`src/rtl/multicycle_main_fsm.sv`:
```
// Multicycle main control FSM: sequences FETCH/DECODE/execute states with a memory handshake, watchdog and illegal-opcode trap.
// Optional retired-instruction counter enabled by defining MC_RETIRE_CNT_EN.
module multicycle_main_fsm #(
  parameter int TIMEOUT = 16,
  parameter int CNT_W   = 32
) (
  input  logic       clk,
  input  logic       rst_n,
  input  logic [5:0] Opcode,
  input  logic       mem_ready,
  output logic       mem_req,
  output logic       IorD,
  output logic       MemWrite,
  output logic       IRWrite,
  output logic       PCWrite,
  output logic       Branch,
  output logic [1:0] PCSrc,
  output logic       ALUSrcA,
  output logic [1:0] ALUSrcB,
  output logic [1:0] ALUOp,
  output logic       RegDst,
  output logic       MemtoReg,
  output logic       RegWrite,
  output logic       illegal_op,
  output logic       bus_err,
  output logic [3:0] state_dbg
`ifdef MC_RETIRE_CNT_EN
  ,
  output logic [CNT_W-1:0] instr_retired
`endif
);

  typedef enum logic [3:0] {
    FETCH   = 4'd0,  DECODE = 4'd1,  MEMADR = 4'd2,  MEMRD  = 4'd3,
    MEMWB   = 4'd4,  MEMWR  = 4'd5,  EXECUTE = 4'd6, ALUWB  = 4'd7,
    BRANCH  = 4'd8,  ADDIEX = 4'd9,  ADDIWB = 4'd10, JUMP   = 4'd11,
    ILLEGAL = 4'd12
  } state_t;

  localparam int WCW = (TIMEOUT > 0) ? $clog2(TIMEOUT + 1) : 1;
  localparam logic [WCW-1:0] WLIM = WCW'(TIMEOUT);

  state_t         state, state_nx;
  logic [WCW-1:0] wait_cnt;
  logic           is_wait;
  logic           timeout_hit;

  assign is_wait     = (state == FETCH) || (state == MEMRD) || (state == MEMWR);
  // A ready on the expiring cycle completes normally, so only a not-ready cycle can trip.
  assign timeout_hit = (TIMEOUT > 0) && is_wait && !mem_ready && (wait_cnt == WLIM - WCW'(1));

  always_comb begin
    state_nx = state;
    case (state)
      FETCH:   if (mem_ready) state_nx = DECODE;
      DECODE: begin
        case (Opcode)
          6'b100011, 6'b101011: state_nx = MEMADR;
          6'b000000:            state_nx = EXECUTE;
          6'b000100:            state_nx = BRANCH;
          6'b001000:            state_nx = ADDIEX;
          6'b000010:            state_nx = JUMP;
          default:              state_nx = ILLEGAL;
        endcase
      end
      MEMADR:  state_nx = (Opcode == 6'b100011) ? MEMRD : MEMWR;
      MEMRD:   if (mem_ready) state_nx = MEMWB;
      MEMWR:   if (mem_ready) state_nx = FETCH;
      EXECUTE: state_nx = ALUWB;
      ADDIEX:  state_nx = ADDIWB;
      default: state_nx = FETCH;
    endcase
    if (timeout_hit) state_nx = FETCH;
  end

  always_ff @(posedge clk or negedge rst_n) begin
    if (!rst_n) begin
      state    <= FETCH;
      wait_cnt <= '0;
    end else begin
      state <= state_nx;
      if (timeout_hit || !is_wait || (state_nx != state))
        wait_cnt <= '0;
      else if (!mem_ready && (wait_cnt != WLIM))
        wait_cnt <= wait_cnt + WCW'(1);
    end
  end

  // Outputs are decoded from state and forced low while reset is held.
  always_comb begin
    mem_req    = 1'b0;
    IorD       = 1'b0;
    MemWrite   = 1'b0;
    IRWrite    = 1'b0;
    PCWrite    = 1'b0;
    Branch     = 1'b0;
    PCSrc      = 2'b00;
    ALUSrcA    = 1'b0;
    ALUSrcB    = 2'b00;
    ALUOp      = 2'b00;
    RegDst     = 1'b0;
    MemtoReg   = 1'b0;
    RegWrite   = 1'b0;
    illegal_op = 1'b0;
    bus_err    = timeout_hit;
    state_dbg  = state;
    case (state)
      FETCH: begin
        mem_req = 1'b1;
        ALUSrcB = 2'b01;
        IRWrite = mem_ready;
        PCWrite = mem_ready;
      end
      DECODE:  ALUSrcB = 2'b11;
      MEMADR: begin
        ALUSrcA = 1'b1;
        ALUSrcB = 2'b10;
      end
      MEMRD: begin
        mem_req = 1'b1;
        IorD    = 1'b1;
      end
      MEMWB: begin
        MemtoReg = 1'b1;
        RegWrite = 1'b1;
      end
      MEMWR: begin
        mem_req  = 1'b1;
        IorD     = 1'b1;
        MemWrite = 1'b1;
      end
      EXECUTE: begin
        ALUSrcA = 1'b1;
        ALUOp   = 2'b10;
      end
      ALUWB: begin
        RegDst   = 1'b1;
        RegWrite = 1'b1;
      end
      BRANCH: begin
        ALUSrcA = 1'b1;
        ALUOp   = 2'b01;
        PCSrc   = 2'b01;
        Branch  = 1'b1;
      end
      ADDIEX: begin
        ALUSrcA = 1'b1;
        ALUSrcB = 2'b10;
      end
      ADDIWB:  RegWrite = 1'b1;
      JUMP: begin
        PCSrc   = 2'b10;
        PCWrite = 1'b1;
      end
      ILLEGAL: illegal_op = 1'b1;
      default: ;
    endcase
    if (!rst_n) begin
      mem_req    = 1'b0;
      IorD       = 1'b0;
      MemWrite   = 1'b0;
      IRWrite    = 1'b0;
      PCWrite    = 1'b0;
      Branch     = 1'b0;
      PCSrc      = 2'b00;
      ALUSrcA    = 1'b0;
      ALUSrcB    = 2'b00;
      ALUOp      = 2'b00;
      RegDst     = 1'b0;
      MemtoReg   = 1'b0;
      RegWrite   = 1'b0;
      illegal_op = 1'b0;
      bus_err    = 1'b0;
      state_dbg  = 4'd0;
    end
  end

`ifdef MC_RETIRE_CNT_EN
  logic retire_evt;
  assign retire_evt = (state == MEMWB) || (state == ALUWB) || (state == ADDIWB) ||
                      (state == BRANCH) || (state == JUMP) || ((state == MEMWR) && mem_ready);

  always_ff @(posedge clk or negedge rst_n) begin
    if (!rst_n)          instr_retired <= '0;
    else if (retire_evt) instr_retired <= instr_retired + CNT_W'(1);
  end
`endif

endmodule

```
`config.mk`:
```
export PLATFORM = sky130hd
export DESIGN_NAME = multicycle_main_fsm
export DESIGN_NICKNAME = d
export VERILOG_FILES = /design/src/rtl/multicycle_main_fsm.sv
export SDC_FILE = /design/constraint.sdc
export NUM_CORES = 1
export LEC_CHECK = 0
export BUFFER_PORTS_ARGS = -buffer_cell sky130_fd_sc_hd__clkbuf_2
export CORE_MARGIN = 4
export CORE_UTILIZATION = 53
export CTS_CLUSTER_DIAMETER = 50
export CTS_CLUSTER_SIZE = 30
export DETAILED_ROUTE_END_ITERATION = 12
export PLACE_DENSITY = 0.81
export SKIP_LAST_GASP = 1
export SYNTH_ARGS = -nofsm -noshare
export SYNTH_HDL_FRONTEND = slang
export SYNTH_SLANG_ARGS = --single-unit
export TNS_END_PERCENT = 10
```
`constraint.sdc`:
```
create_clock -name clk -period 5.5 [get_ports clk]
set_input_delay 0.55 -clock clk [delete_from_list [all_inputs] [get_ports clk]]
set_output_delay 0.55 -clock clk [all_outputs]
set_load 0.05 [all_outputs]
```
Word-level counts from Yosys, hierarchy flattened
Cells that the tools add are included.
{"block": "totals", "ram_bits": 0, "mem_count": 0, "ff_bits": 9, "inputBits": 9, "latch_bits": 0, "mem_bits_ro": 0, "wordCells": 80, "out_inout_bits": 22}
{"block": "op_classes", "n_reduce_logical": 18, "n_addsub": 1, "bitwise_logic": 0, "shift": 0, "order_cmp": 0, "n_eq_ne": 20, "mul": 0, "n_div": 0, "n_mux": 39}
{"cell": "one-hot mux 4 bit (7 select lines)", "n": 1}
{"cell": "two-way mux 1 bit", "n": 22}
{"cell": "equality test 4 bit, second input constant", "n": 5}
{"cell": "two-way mux 4 bit", "n": 5}
{"cell": "one-hot mux 4 bit (5 select lines)", "n": 1}
{"cell": "equality test 4 x 3 -> 1 bit, second input constant", "n": 4}
{"cell": "equality test 6 bit, second input constant", "n": 2}
{"cell": "two-way mux 5 bit", "n": 2}
{"cell": "equality test 4 x 2 -> 1 bit, second input constant", "n": 2}
{"cell": "one-hot mux 2 bit (2 select lines)", "n": 2}
{"cell": "equality test 6 x 2 -> 1 bit, second input constant", "n": 1}
{"cell": "equality test 6 x 3 -> 1 bit, second input constant", "n": 1}
{"cell": "equality test 6 x 4 -> 1 bit, second input constant", "n": 1}
{"cell": "zero test 6 bit", "n": 1}
{"cell": "two-way mux 2 bit", "n": 3}
{"cell": "one-hot mux 2 bit (3 select lines)", "n": 1}
{"cell": "OR reduction 2 bit", "n": 3}
{"cell": "OR reduction 3 bit", "n": 2}
{"cell": "adder 5 x 1 -> 5 bit, second input constant", "n": 1}
{"cell": "equality test 5 x 4 -> 1 bit, second input constant", "n": 1}
{"cell": "inequality test 5 bit, second input constant", "n": 1}
{"cell": "equality test 4 x 1 -> 1 bit, second input constant", "n": 1}
{"cell": "zero test 4 bit", "n": 1}
{"cell": "logical OR 1 bit", "n": 4}
{"cell": "other kinds (7)", "n": 10}

Logic depth before layout (Yosys ltp)
Gate-level depths: netlist (run 1).
{"block": "logic_depth", "ltp_word": 9, "mapped_depth": 7, "depth_no_buf": 7}

Worst setup path before layout (run 1)
OpenSTA, ideal clock, no wires.
{"block": "synth_path", "kind": "input -> output", "start": "input mem_ready", "end": "output PCWrite", "path_slack_ps": 2012, "t_arrival_ps": 2938, "stages": 4, "required_time_ps": 4950, "path_buffers": 1, "path_cell_list": "clkbuf_1 nand2b_1 nor4_1 or2_2"}
{"block": "synth_between", "elab_chain_cells": 2}
{"element": "start, declared", "line": "10", "rtl": "input logic mem_ready,"}
{"element": "one-hot mux 1 bit (2 select lines)", "line": "107", "rtl": "case (state)"}
{"element": "two-way mux 1 bit", "line": "158", "rtl": "if (!rst_n) begin"}
{"element": "end, declared", "line": "15", "rtl": "output logic PCWrite,"}
No other way between the ends.

Worst setup path after layout (run 1)
{"block": "layout_path", "start": "register state[0]", "end": "output bus_err"}
{"block": "layout_between", "elab_chain_cells": 6, "word_cells_on_any_way": 8, "classes_between": "2 x eq/ne; 1 x mux; 5 x reduce/logical"}
{"element": "start, declared", "line": "43", "rtl": "state_t state, state_nx;"}
{"element": "start signal, assigned", "line": "81", "rtl": "state <= state_nx;"}
{"element": "equality test 4 x 2 -> 1 bit or zero test 4 bit (tied branches)", "line": "48", "rtl": "assign is_wait = (state == FETCH) || (state == MEMRD) || (state == MEMWR);"}
{"element": "logical OR 1 bit", "line": "48"}
{"element": "logical OR 1 bit (*)", "line": "48"}
{"element": "logical AND 1 bit (*) (2 in series)", "line": "50", "rtl": "assign timeout_hit = (TIMEOUT > 0) && is_wait && !mem_ready && (wait_cnt == WLIM - WCW'(1));"}
{"element": "two-way mux 1 bit (*)", "line": "158"}
{"element": "end, declared", "line": "25", "rtl": "output logic bus_err,"}
Every way passes the cells marked *; elsewhere a longest branch is shown, timed or not.

==> out/results.tsv, run 1 <==
stage	metric	value	unit
placement	placed_cells	169	
detailed_routing	vias_per_cell	5.827	
logic_synthesis	synth_area_per_cell	7.497	sq um
timing	finalWorstSetupSlack	2949	ps
final_layout	drive_above_1_share	26.85	%
logic_synthesis	synth_edf_count	0	
cts	numCtsBuffers	3	
final_layout	finalInstanceArea	1102	sq um
final_layout	n_antenna_cell	0	
global_routing	grt_pass1_vias	922	
cts	postCtsHoldBufs	0	
global_routing	grt_antenna_before_repair	0	
die	die_h	50.22	microns
logic_synthesis	ys_seq_elements	9	
placement	dp_slack	3246	ps
setup_path	worstSetupEndpointType	output port	
global_routing	grt_pass1_wl	3967	microns
detailed_routing	drtIter0Drc	28	
logic_synthesis	synth_area	944.7	sq um
detailed_routing	wl_met1	970	microns
final_layout	fill_cells	142	
power	power_density	405.3	nW/um^2
min_path	hold_class	primary input to asynchronous set/reset pin	
detailed_routing	route.met3.wl	181	microns
cts	insertion_delay	270	ps
power	p_clk_share	12.0	%
timing	fmax	0.3919	GHz
timing	min_period	2551	ps
logic_synthesis	synth_cell_types	41	
cts	cts_tree	yes	
final_layout	layout_commonest_cell	clkbuf_2	
die	ios	31	
die	die_area	2522	sq um
cts	cts_resized	0	
global_routing	grt.total_usage	20.06	%
timing	hold_ws	177.3	ps
detailed_routing	drtAntennaViolNets	0	
cts	htree_levels	1	
die	start_util	59.26	%
detailed_routing	wl_met2	1071	microns
timing	hold_violations	0	
placement	dpl_cell_area	1075	sq um
setup_path	cp_max_fo	18	
cts	cts_setup_buffers	0	
logic_synthesis	syn_nets	138	
logic_synthesis	synth_cells	126	
timing	rsz0062_at_grt	false	
setup_path	arrival	2000	ps
power	seq_power_share	28.2	%
placement	portBuffers	30	
setup_path	required	4950	ps
timing	layout_worst_path_cycle_share	46.39	%
global_routing	grt.overflow.total	0	
detailed_routing	drc	0	
final_layout	nets	162	
timing	tns	0	ps
placement	dp_hpwl	1700	microns
setup_path	worstSetupPathType	flop to output port	
detailed_routing	wire_per_inst	13.01	microns
final_layout	syn_to_final_growth	16.69	%
cts	clk_path_buf_depth	2	
placement	routabilityCongestion	0.8167	
setup_path	ff2ff_setup_slack	3460	ps
job	drv_cap	0	
timing	slew_viol_final	0	
timing	worst_pin_slew	706.7	ps
final_layout	layout_common_cells	30 x clkbuf_2, 13 x nor2_1, 9 x nor3_1, 9 x a21oi_1, 9 x dfrtp_1	
power	internal_power	187.9	uW
cts	clock_sinks	9	
status	status	finished, final reports clean	
cts	cts_root_buffer	clkbuf_4	
power	switching_share	57.94	%
detailed_routing	vias	1008	
die	row_count	14	
setup_path	startpoint_type	flop	
timing	finalClockSkew	1.100	ps
detailed_routing	firstDrtPassIters	4	
die	fp.dieW	50.22	microns
global_routing	grt_max_degree	26	
logic_synthesis	ys_async_sr_fraction	100.0	%
cts	cts.clk_slew.worst_paths	60	ps
power	p_sw	258.9	uW
timing	slew_headroom	52.89	%
timing	setup_viol	0	
power	ir_drop	204.9	uV
logic_synthesis	ys.flop_type	dfrtp_1	
die	core_area	1594	sq um
logic_synthesis	yosysWarnings	0	
power	p_leak	0.0005187	uW
detailed_routing	finalWirelength	2250	microns
power	p_comb_share	59.8	%
detailed_routing	dr.max_layer_used	met4	
final_layout	stdcell_count	173	
logic_synthesis	ys_seq_area_share	23.84	%
[critical path, cell delays in order (launching register included)]
cell and delay, ps:
dfrtp_1 670, nor2b_1 430, a21oi_1 150, nor3_1 170
clkbuf_2 310
[layout make-up]
class	count	area [sq um]	share of cell area, %
Clock buffer	3	22.52	2.043
Clock inverter	1	5.005	0.4540
Inverter	8	30.03	2.724
Multi-Input combinational cell	98	639.4	58.00
Sequential cell	9	225.2	20.43
Tap cell	24	30.03	2.724
Timing Repair Buffer	30	150.1	13.62
[registers in the layout (all words and copies together) (netlist names)]
signal    count
state         4
wait_cnt      5
[routing by layer]
metal	vias up	track usage [%]
li1	494	-
met1	471	25.23
met2	38	32.39
met3	5	7.101
met4	0	5.530
met5	-	0
[synth_stat cells (all sizes together) (4+ instances only)]
master / instances / area share, %
xor2: 4 / 3.7
nor2: 13 / 5.2
buf: 4 / 2.4
nor2b: 4 / 2.6
dfrtp: 9 / 24
a21oi: 9 / 4.8
nor3: 9 / 4.8
o21ai: 7 / 3.7
inv: 8 / 3.2
nand2: 5 / 2.0
clkbuf: 7 / 2.9
nand2b: 5 / 3.3
[metrics by stage]
stage / utilization [%] / power [uW]
2_1_floorplan: - / 341.6
3_3_place_gp: 67.43 / 386.8
3_5_place_dp: 67.43 / 392.7
4_1_cts: 69.15 / 447.2
5_1_grt: 69.15 / 483.1
6_report: 69.15 / 446.8
[logic make-up (layout without fill, tap and decap cells)]
kind of cell | Yosys count | after routing | synth area share (%)
AOI/OAI and AO/OA | 29 | 29 | 20.26
and+or+nand+nor | 60 | 60 | 37.75
xor gates and xnor gates | 5 | 5 | 4.636
adders and majority gates | 3 | 3 | 3.974
buffers and inverters | 19 | 42 | 8.476
muxes | 1 | 1 | 1.060
DFF | 9 | 9 | 23.84
[worst paths after layout]
| path | to | from | depth (start not counted) |
|---|---|---|---|
| min in group clk | wait_cnt[3] | wait_cnt[3] | 2 |
| max in group asynchronous | wait_cnt[1] | rst_n | 1 |
| hold reg to reg | wait_cnt[3] | wait_cnt[3] | 2 |
| setup / recovery | bus_err | state[0] | 4 |
| hold / removal | state[0] | rst_n | 1 |
| setup reg to reg | wait_cnt[4] | wait_cnt[0] | 7 |
[power by group through the flow]
stage,Sequential (uW),Combinational [uW],Clock (uW)
2_1_floorplan,87.4,254,0
3_3_place_gp,125,262,0
3_5_place_dp,126,266,0
4_1_cts,125,267,54.8
5_1_grt,132,292,59.8
6_report,126,267,53.8
Note: power is estimated with default switching activity, not from simulation.
==> inputs of run 2 (changes only) <==
ABC_AREA = 1   (was unset)
CORE_UTILIZATION = 49   (was 53)
PLACE_DENSITY = 0.77   (was 0.81)
clock period = 2.6 ns   (was 5.5 ns; I/O delays follow)
==> run 2 against run 1 <==
  * Synthesized area down 6.8%
  * Combinational power up 140%
  * Wire length down 7.9%
  * Via count down 0.20%
  * Sequential cell count unchanged
  * Critical path depth up 5
  * Global-route usage down 3.1 points
  * Largest cell class unchanged
  * Largest power group unchanged
==> out/results.tsv, run 2 <==
stage	metric	value	unit	change
status	status	finished, final reports clean		
logic_synthesis	syn_nets	159		+15%
setup_path	r2r_end	wait_cnt[2]		
final_layout	n_antenna_cell	0		unchanged
detailed_routing	firstDrtPassIters	5		+1
die	row_count	15		+1
detailed_routing	drtAntennaViolNets	0		unchanged
timing	slew_headroom	73.40	%	+21 points
setup_path	arrival	1900	ps	-100 ps
detailed_routing	vias	1006		-0.20%
timing	hold_ws	410.5	ps	+233.2 ps
setup_path	cp.buffers_inverters	3		+2
placement	routabilityCongestion	0.8960		+9.7%
cts	cts_tree	yes		
power	internal_power	394.7	uW	+110%
power	p_sw	567.8	uW	+120%
logic_synthesis	ys.flop_type	dfrtp_1		
placement	portBuffers	30		unchanged
setup_path	startpoint_type	flop		
timing	setup_viol	0		unchanged
logic_synthesis	yosysWarnings	0		unchanged
power	p_clk_share	11.4	%	-0.6 points
logic_synthesis	synth_area_leaders	dfrtp_1 26%, nand2_1 12%, nor2_1 12%		
final_layout	fill_cells	166		+17%
cts	cts_root_buffer	clkbuf_4		
power	switching_share	58.99	%	+1.1 points
die	ios	31		unchanged
power	seq_power_share	23.2	%	-5.0 points
timing	slew_viol_final	0		unchanged
timing	hold_violations	0		unchanged
final_layout	layout_commonest_cell	clkbuf_2		
cts	insertion_delay	260	ps	about the same
global_routing	grt_pass1_wl	3456	microns	-13%
power	p_leak	0.0006335	uW	+22%
power	power_density	885.2	nW/um^2	+120%
global_routing	grt_antenna_before_repair	0		unchanged
setup_path	cp_max_fo	4		-14
power	power.total	962.5	uW	+120%
timing	min_period	2164	ps	
detailed_routing	finalWirelength	2073	microns	-7.9%
detailed_routing	drtIter0Drc	19		-32%
placement	dp_hpwl	1733	microns	+1.9%
timing	finalClockSkew	2.974	ps	+1.874 ps
timing	worst_pin_slew	396.4	ps	-310.3 ps
setup_path	cpMaxStageDelayCell	dfrtp_1		
job	drv_cap	0		unchanged
setup_path	ff2ff_setup_slack	950	ps	-2510 ps
cts	htree_levels	1		unchanged
die	core_area	1708	sq um	+7.1%
global_routing	grt.total_usage	17.00	%	-3.1 points
logic_synthesis	synth_cells	147		+17%
final_layout	finalInstanceArea	1087	sq um	-1.4%
die	start_util	51.58	%	-7.7 points
logic_synthesis	synthXorXnorAreaFrac	2.983	%	-1.7 points
power	ir_drop	462.8	uV	+130%
global_routing	grt_max_degree	15		-42%
min_path	hp-start	Opcode[2]		
logic_synthesis	synth_cell_types	24		-41%
power	p_comb_share	65.4	%	+5.6 points
setup_path	required	2340	ps	-2610 ps
timing	fmax	0.4621	GHz	
final_layout	largest_reg_flops	5		unchanged
global_routing	grt_pass1_vias	917		-0.54%
min_path	whs_path_depth	5		
final_layout	layout_common_cells	30 x clkbuf_2, 29 x nor2_1, 29 x nand2_1		
timing	rsz0062_at_grt	false		
detailed_routing	drc	0		unchanged
detailed_routing	wire_per_inst	10.11	microns	-22%
logic_synthesis	synth_edf_count	0		unchanged
final_layout	syn_to_final_growth	23.44	%	
logic_synthesis	synth_compound_gate_area_share	7.386	%	-13 points
die	die_area	2540	sq um	+0.72%
logic_synthesis	synth_area	880.8	sq um	-6.8%
setup_path	path_cells	ha_1 > inv_1 > nor3_1 > ha_1 > inv_1 > nor2_1 > nand2_1 > nor2_1 > clkbuf_2		
global_routing	grt.overflow.total	0		unchanged
cts	cts.clk_slew.worst_paths	60	ps	about the same
setup_path	crit_family	simple AND/OR/NAND/NOR gates		
cts	numCtsBuffers	3		unchanged
logic_synthesis	synth_area_per_cell	5.992	sq um	-20%
timing	finalWorstSetupSlack	436.0	ps	-2513 ps
placement	dp_slack	749.6	ps	-2496 ps
final_layout	regMostFlops	wait_cnt		
logic_synthesis	yosys.area.top_type_share	25.57	%	+1.7 points
min_path	hold_class	primary input to flop		
die	fp.dieW	50.40	microns	+0.36%
setup_path	slowest_delay	410	ps	-260 ps
logic_synthesis	ys_seq_area_share	25.57	%	+1.7 points
logic_synthesis	synth_simple_gate_area_share	46.16	%	+8.4 points
timing	tns	0	ps	unchanged
final_layout	drive_above_1_share	26.67	%	-0.18 points
cts	clock_sinks	9		unchanged
timing	layout_worst_path_cycle_share	83.23	%	
logic_synthesis	yosys.area.top_type	dfrtp_1		
cts	clk_path_buf_depth	2		unchanged
logic_synthesis	ys_async_sr_fraction	100.0	%	unchanged
setup_path	r2r-start	wait_cnt[0]		
final_layout	nets	193		+19%
logic_synthesis	synthMuxAreaShare	0	%	-1.1 points
die	die_h	50.40	microns	+0.36%
setup_path	worstSetupPathType	flop to output port		
setup_path	worstSetupEndpointType	output port		
min_path	holdPathEnd	state[3]		
logic_synthesis	ys_seq_elements	9		unchanged
logic_synthesis	synth_top_family_by_area	simple AND/OR/NAND/NOR gates		
logic_synthesis	synthTopCellsByCount	29 x nand2_1, 29 x nor2_1, 25 x inv_1		
setup_path	reg2reg_depth	11		+4
placement	dpl_cell_area	1051	sq um	-2.2%
final_layout	top_regs	wait_cnt: 5 flops, state: 4 flops		
logic_synthesis	synthAdderAreaFrac	4.261	%	+0.29 points
detailed_routing	vias_per_cell	4.907		-16%
-- run 2: what timing repair did --
action / 4_1_cts / 5_1_grt
hold buffers: 1 / 0
hold endpoints to repair: 9 / 0
gates resized for setup: 0 / 0
buffers inserted: 0 / 0
-- run 2: cell type report --
| cell class | count | area, sq um | area share [%] |
|---|---|---|---|
| multi-input combinational | 107 | 535.5 | 49.25 |
| sequential | 9 | 225.2 | 20.71 |
| timing repair buffer | 31 | 160.2 | 14.73 |
| inverter | 29 | 108.9 | 10.01 |
| tap | 25 | 31.28 | 2.877 |
| clock buffer | 4 | 26.28 | 2.417 |
-- run 2: tightest hold or removal path, stage by stage --
cell and delay, ps:
clkbuf_2 100, nor2_1 60, nand2_1 80, nand3_1 80, nand2_1 60
-- run 2: cells by family (layout without fill, tap and decap cells) --
family,count (synthesis),count (layout)
xor+xnor,3,3
simple gates,89,89
fa+ha+maj,3,3
buf+inv,31,64
compound gates,12,12
flops,9,9
-- run 2: power groups by stage --
stage	clock network, uW	registers (uW)	logic [uW]
finish	110	224	629
global route	118	229	686
floorplan	0	215	503
global placement	0	224	616
detailed placement	0	225	629
CTS	113	223	633
-- run 2: metrics by stage --
step	util [%]	instances
after global routing	63.66	205
final	63.66	205
after detailed placement	61.54	200
after global placement	61.54	200
after CTS	63.66	205
after floorplan	-	147
-- run 2: per-layer routing --
layer	wire [microns]	share of wire (%)	GRT usage, %
met1	904	44	18.93
met5	0	0	0
met3	120	5.8	3.264
met2	1005	48	31.96
met4	42	2.0	5.381
-- run 2: worst max-delay path by stage --
stage / endpoint / cells after the start / startpoint
detailed placement: bus_err / 9 / wait_cnt[0]
global placement: bus_err / 9 / wait_cnt[0]
finish: bus_err / 9 / wait_cnt[0]
global route: bus_err / 9 / wait_cnt[0]
CTS: ALUSrcB[0] / 5 / rst_n
floorplan: PCSrc[0] / 4 / state[1]
==> inputs of run 3 (changes only) <==
ABC_AREA = 0   (was 1)
CORE_UTILIZATION = 45   (was 49)
PLACE_DENSITY = 0.73   (was 0.77)
clock period = 1.8 ns   (was 2.6 ns; I/O delays follow)
==> run 3 against run 2 <==
  * The run now ends with setup timing left
  * Wire length rose by 39%
  * Setup slack got worse by 470 ps
  * Register-to-register slack got worse by 980 ps
  * Cell count fell by 2.4%
  * Clock skew fell by 0.73 ps
  * Final area rose by 40%
  * Sequential cell count did not move
  * Clock-buffer cell count fell by 1
  * Via count rose by 9.9%
  * Power rose by 81%
  * Sequential share of layout area fell by 5.6 points
  * Largest power group unchanged
==> out/results.tsv, run 3 (synthesized netlist as in run 1, its figures left out) <==
stage	metric	value	unit	change
detailed_routing	firstDrtPassIters	4		-1
setup_path	arrival	1970	ps	+70 ps
cts	insertion_delay	260	ps	about the same
timing	hold_violations	0		unchanged
setup_path	slowest_delay	360	ps	-50 ps
detailed_routing	wire_per_inst	14.37	microns	+42%
global_routing	grt.total_usage	22.22	%	+5.2 points
final_layout	utilization	76.64	%	+13 points
cts	cts_tree	yes		
power	p_leak	0.0006677	uW	+5.4%
placement	portBuffers	30		unchanged
final_layout	drive_above_1_share	50.87	%	+24 points
final_layout	largest_reg_flops	5		unchanged
cts	numCtsBuffers	3		unchanged
power	power_density	1145	nW/um^2	+29%
global_routing	grt.overflow.total	0		unchanged
timing	slew_viol_final	0		unchanged
setup_path	cp.buffers_inverters	3		unchanged
setup_path	worstSetupPathType	flop to flop		
power	power.total	1739	uW	+81%
detailed_routing	vias_per_cell	5.530		+13%
final_layout	nets	186		-3.6%
detailed_routing	drtAntennaViolNets	0		unchanged
detailed_routing	drtIter0Drc	21		+2
power	ir_drop	824.3	uV	+78%
final_layout	layout_common_cells	25 x clkbuf_2, 19 x buf_4, 9 x a21oi_1, 9 x nor2_1		
setup_path	startpoint_type	flop		
timing	worst_pin_slew	482.8	ps	+86.42 ps
timing	layout_worst_path_cycle_share	101.9	%	
setup_path	cpMaxStageDelayCell	dfrtp_1		
global_routing	met3_usage	3.601	%	+0.34 points
final_layout	syn_to_final_growth	60.80	%	
status	status	finished, violations left		
detailed_routing	vias	1106		+9.9%
die	fp.dieW	53.82	microns	+6.8%
final_layout	n_antenna_cell	0		unchanged
die	start_util	47.66	%	-3.9 points
setup_path	required	1940	ps	-400 ps
timing	rsz0062_at_grt	true		
global_routing	grt_antenna_before_repair	0		unchanged
cts	htree_levels	1		unchanged
min_path	hold_class	primary input to flop		
die	die_h	53.82	microns	+6.8%
die	core_area	1982	sq um	+16%
setup_path	path_cells	ha_2 > and3_4 > ha_4 > nand2b_4 > buf_6 > buf_4 > buf_4 > a21oi_1 > o22a_1 > a21oi_1		
global_routing	grt_pass1_wl	4671	microns	+35%
setup_path	worstSetupEndpointType	flop		
global_routing	grt_util_met2	41.73	%	+9.8 points
cts	cts.clk_slew.worst_paths	70	ps	about the same
final_layout	fill_cells	139		-16%
timing	slew_headroom	67.66	%	-5.7 points
job	drv_cap	0		unchanged
die	ios	31		unchanged
final_layout	regMostFlops	wait_cnt		
setup_path	cp_max_fo	3		-1
timing	min_period	1833	ps	
setup_path	crit_family	compound AO/OA/AOI/OAI gates		
placement	routabilityCongestion	0.7871		-12%
die	row_count	16		+1
timing	setup_viol	6		+6
final_layout	top_regs	wait_cnt: 5 flops, state: 4 flops		
cts	cts_root_buffer	clkbuf_4		
die	die_area	2896	sq um	+14%
final_layout	layout_commonest_cell	clkbuf_2		
timing	finalClockSkew	2.240	ps	-0.7343 ps
status	failed_checks	setup timing		
global_routing	gr-max-usage-layer	met2		
global_routing	grt_util_met1	25.68	%	+6.7 points
cts	clock_sinks	9		unchanged
detailed_routing	finalWirelength	2874	microns	+39%
timing	tns	-95.21	ps	-95.21 ps
cts	clk_path_buf_depth	2		unchanged
global_routing	grt_max_degree	13		-2
global_routing	grt_pass1_vias	1040		+13%
placement	dp_hpwl	2170	microns	+25%
detailed_routing	drc	0		unchanged
timing	finalWorstSetupSlack	-33.34	ps	-469.3 ps
timing	fmax	0.5455	GHz	
==> run 3: cell types whose count changed in the layout (fill, tap and decap cells not counted), sizes merged, moves of 4 or more <==
cell	change
nand2	-29
buf	+24
inv	-20
nor2	-20
nand3	-10
nand2b	+5
o21ai	+5
nor2b	+4
==> run 3: power by group <==
group	switching [uW]	internal, uW
sequential	69.7	250
clock	82.6	82.1
combinational	787	467
total	940	800
==> run 3: layout make-up <==
cell class,instances,area [sq um],area share (%)
flip-flops and latches,9,230.2,15.16
clock buffers,3,22.52,1.483
repair buffers,54,394.1,25.95
well taps,27,33.78,2.224
clock inverters,1,5.005,0.3295
multi-input cells,98,803.3,52.88
inverters,8,30.03,1.977
==> run 3: routing by layer <==
layer  vias to the layer above  wire (microns)  share of wire (%)
met3                         4             164                5.7
met5                         -               0                  0
met1                       523            1159                 40
met4                         0              36                1.3
met2                        36            1515                 53
li1                        543               -                  -
==> run 3: final timing paths <==
kind,slack (ps),to,depth (start not counted),start
max in group asynchronous,1090,state[0],3,rst_n
setup / recovery,-30,state[2],10,wait_cnt[1]
hold / removal,270,wait_cnt[4],2,mem_ready
min in group asynchronous,410,wait_cnt[2],2,rst_n
hold reg to reg,590,wait_cnt[3],2,wait_cnt[3]
setup reg to reg,-30,state[2],10,wait_cnt[1]
==> run 3: repair_timing <==
item,CTS,global route
setup buffers,4,2
resized for setup,15,3
cloned,0,0
pin swaps,3,0
endpoints found under the hold margin,2,0
hold buffers,2,0
endpoints found under the setup margin,15,20
==> run 3: metrics by stage <==
step	hold slack, ps	area (sq um)	worst slack (ps)	cells
floorplan	-115.6	1155	-48.84	126
CTS	254.5	1496	-16.19	198
detailed placement	42.40	1360	-106.7	188
global route	294.3	1519	-117.9	200
global placement	36.20	1360	21.85	188
finish	273.1	1519	-33.34	200
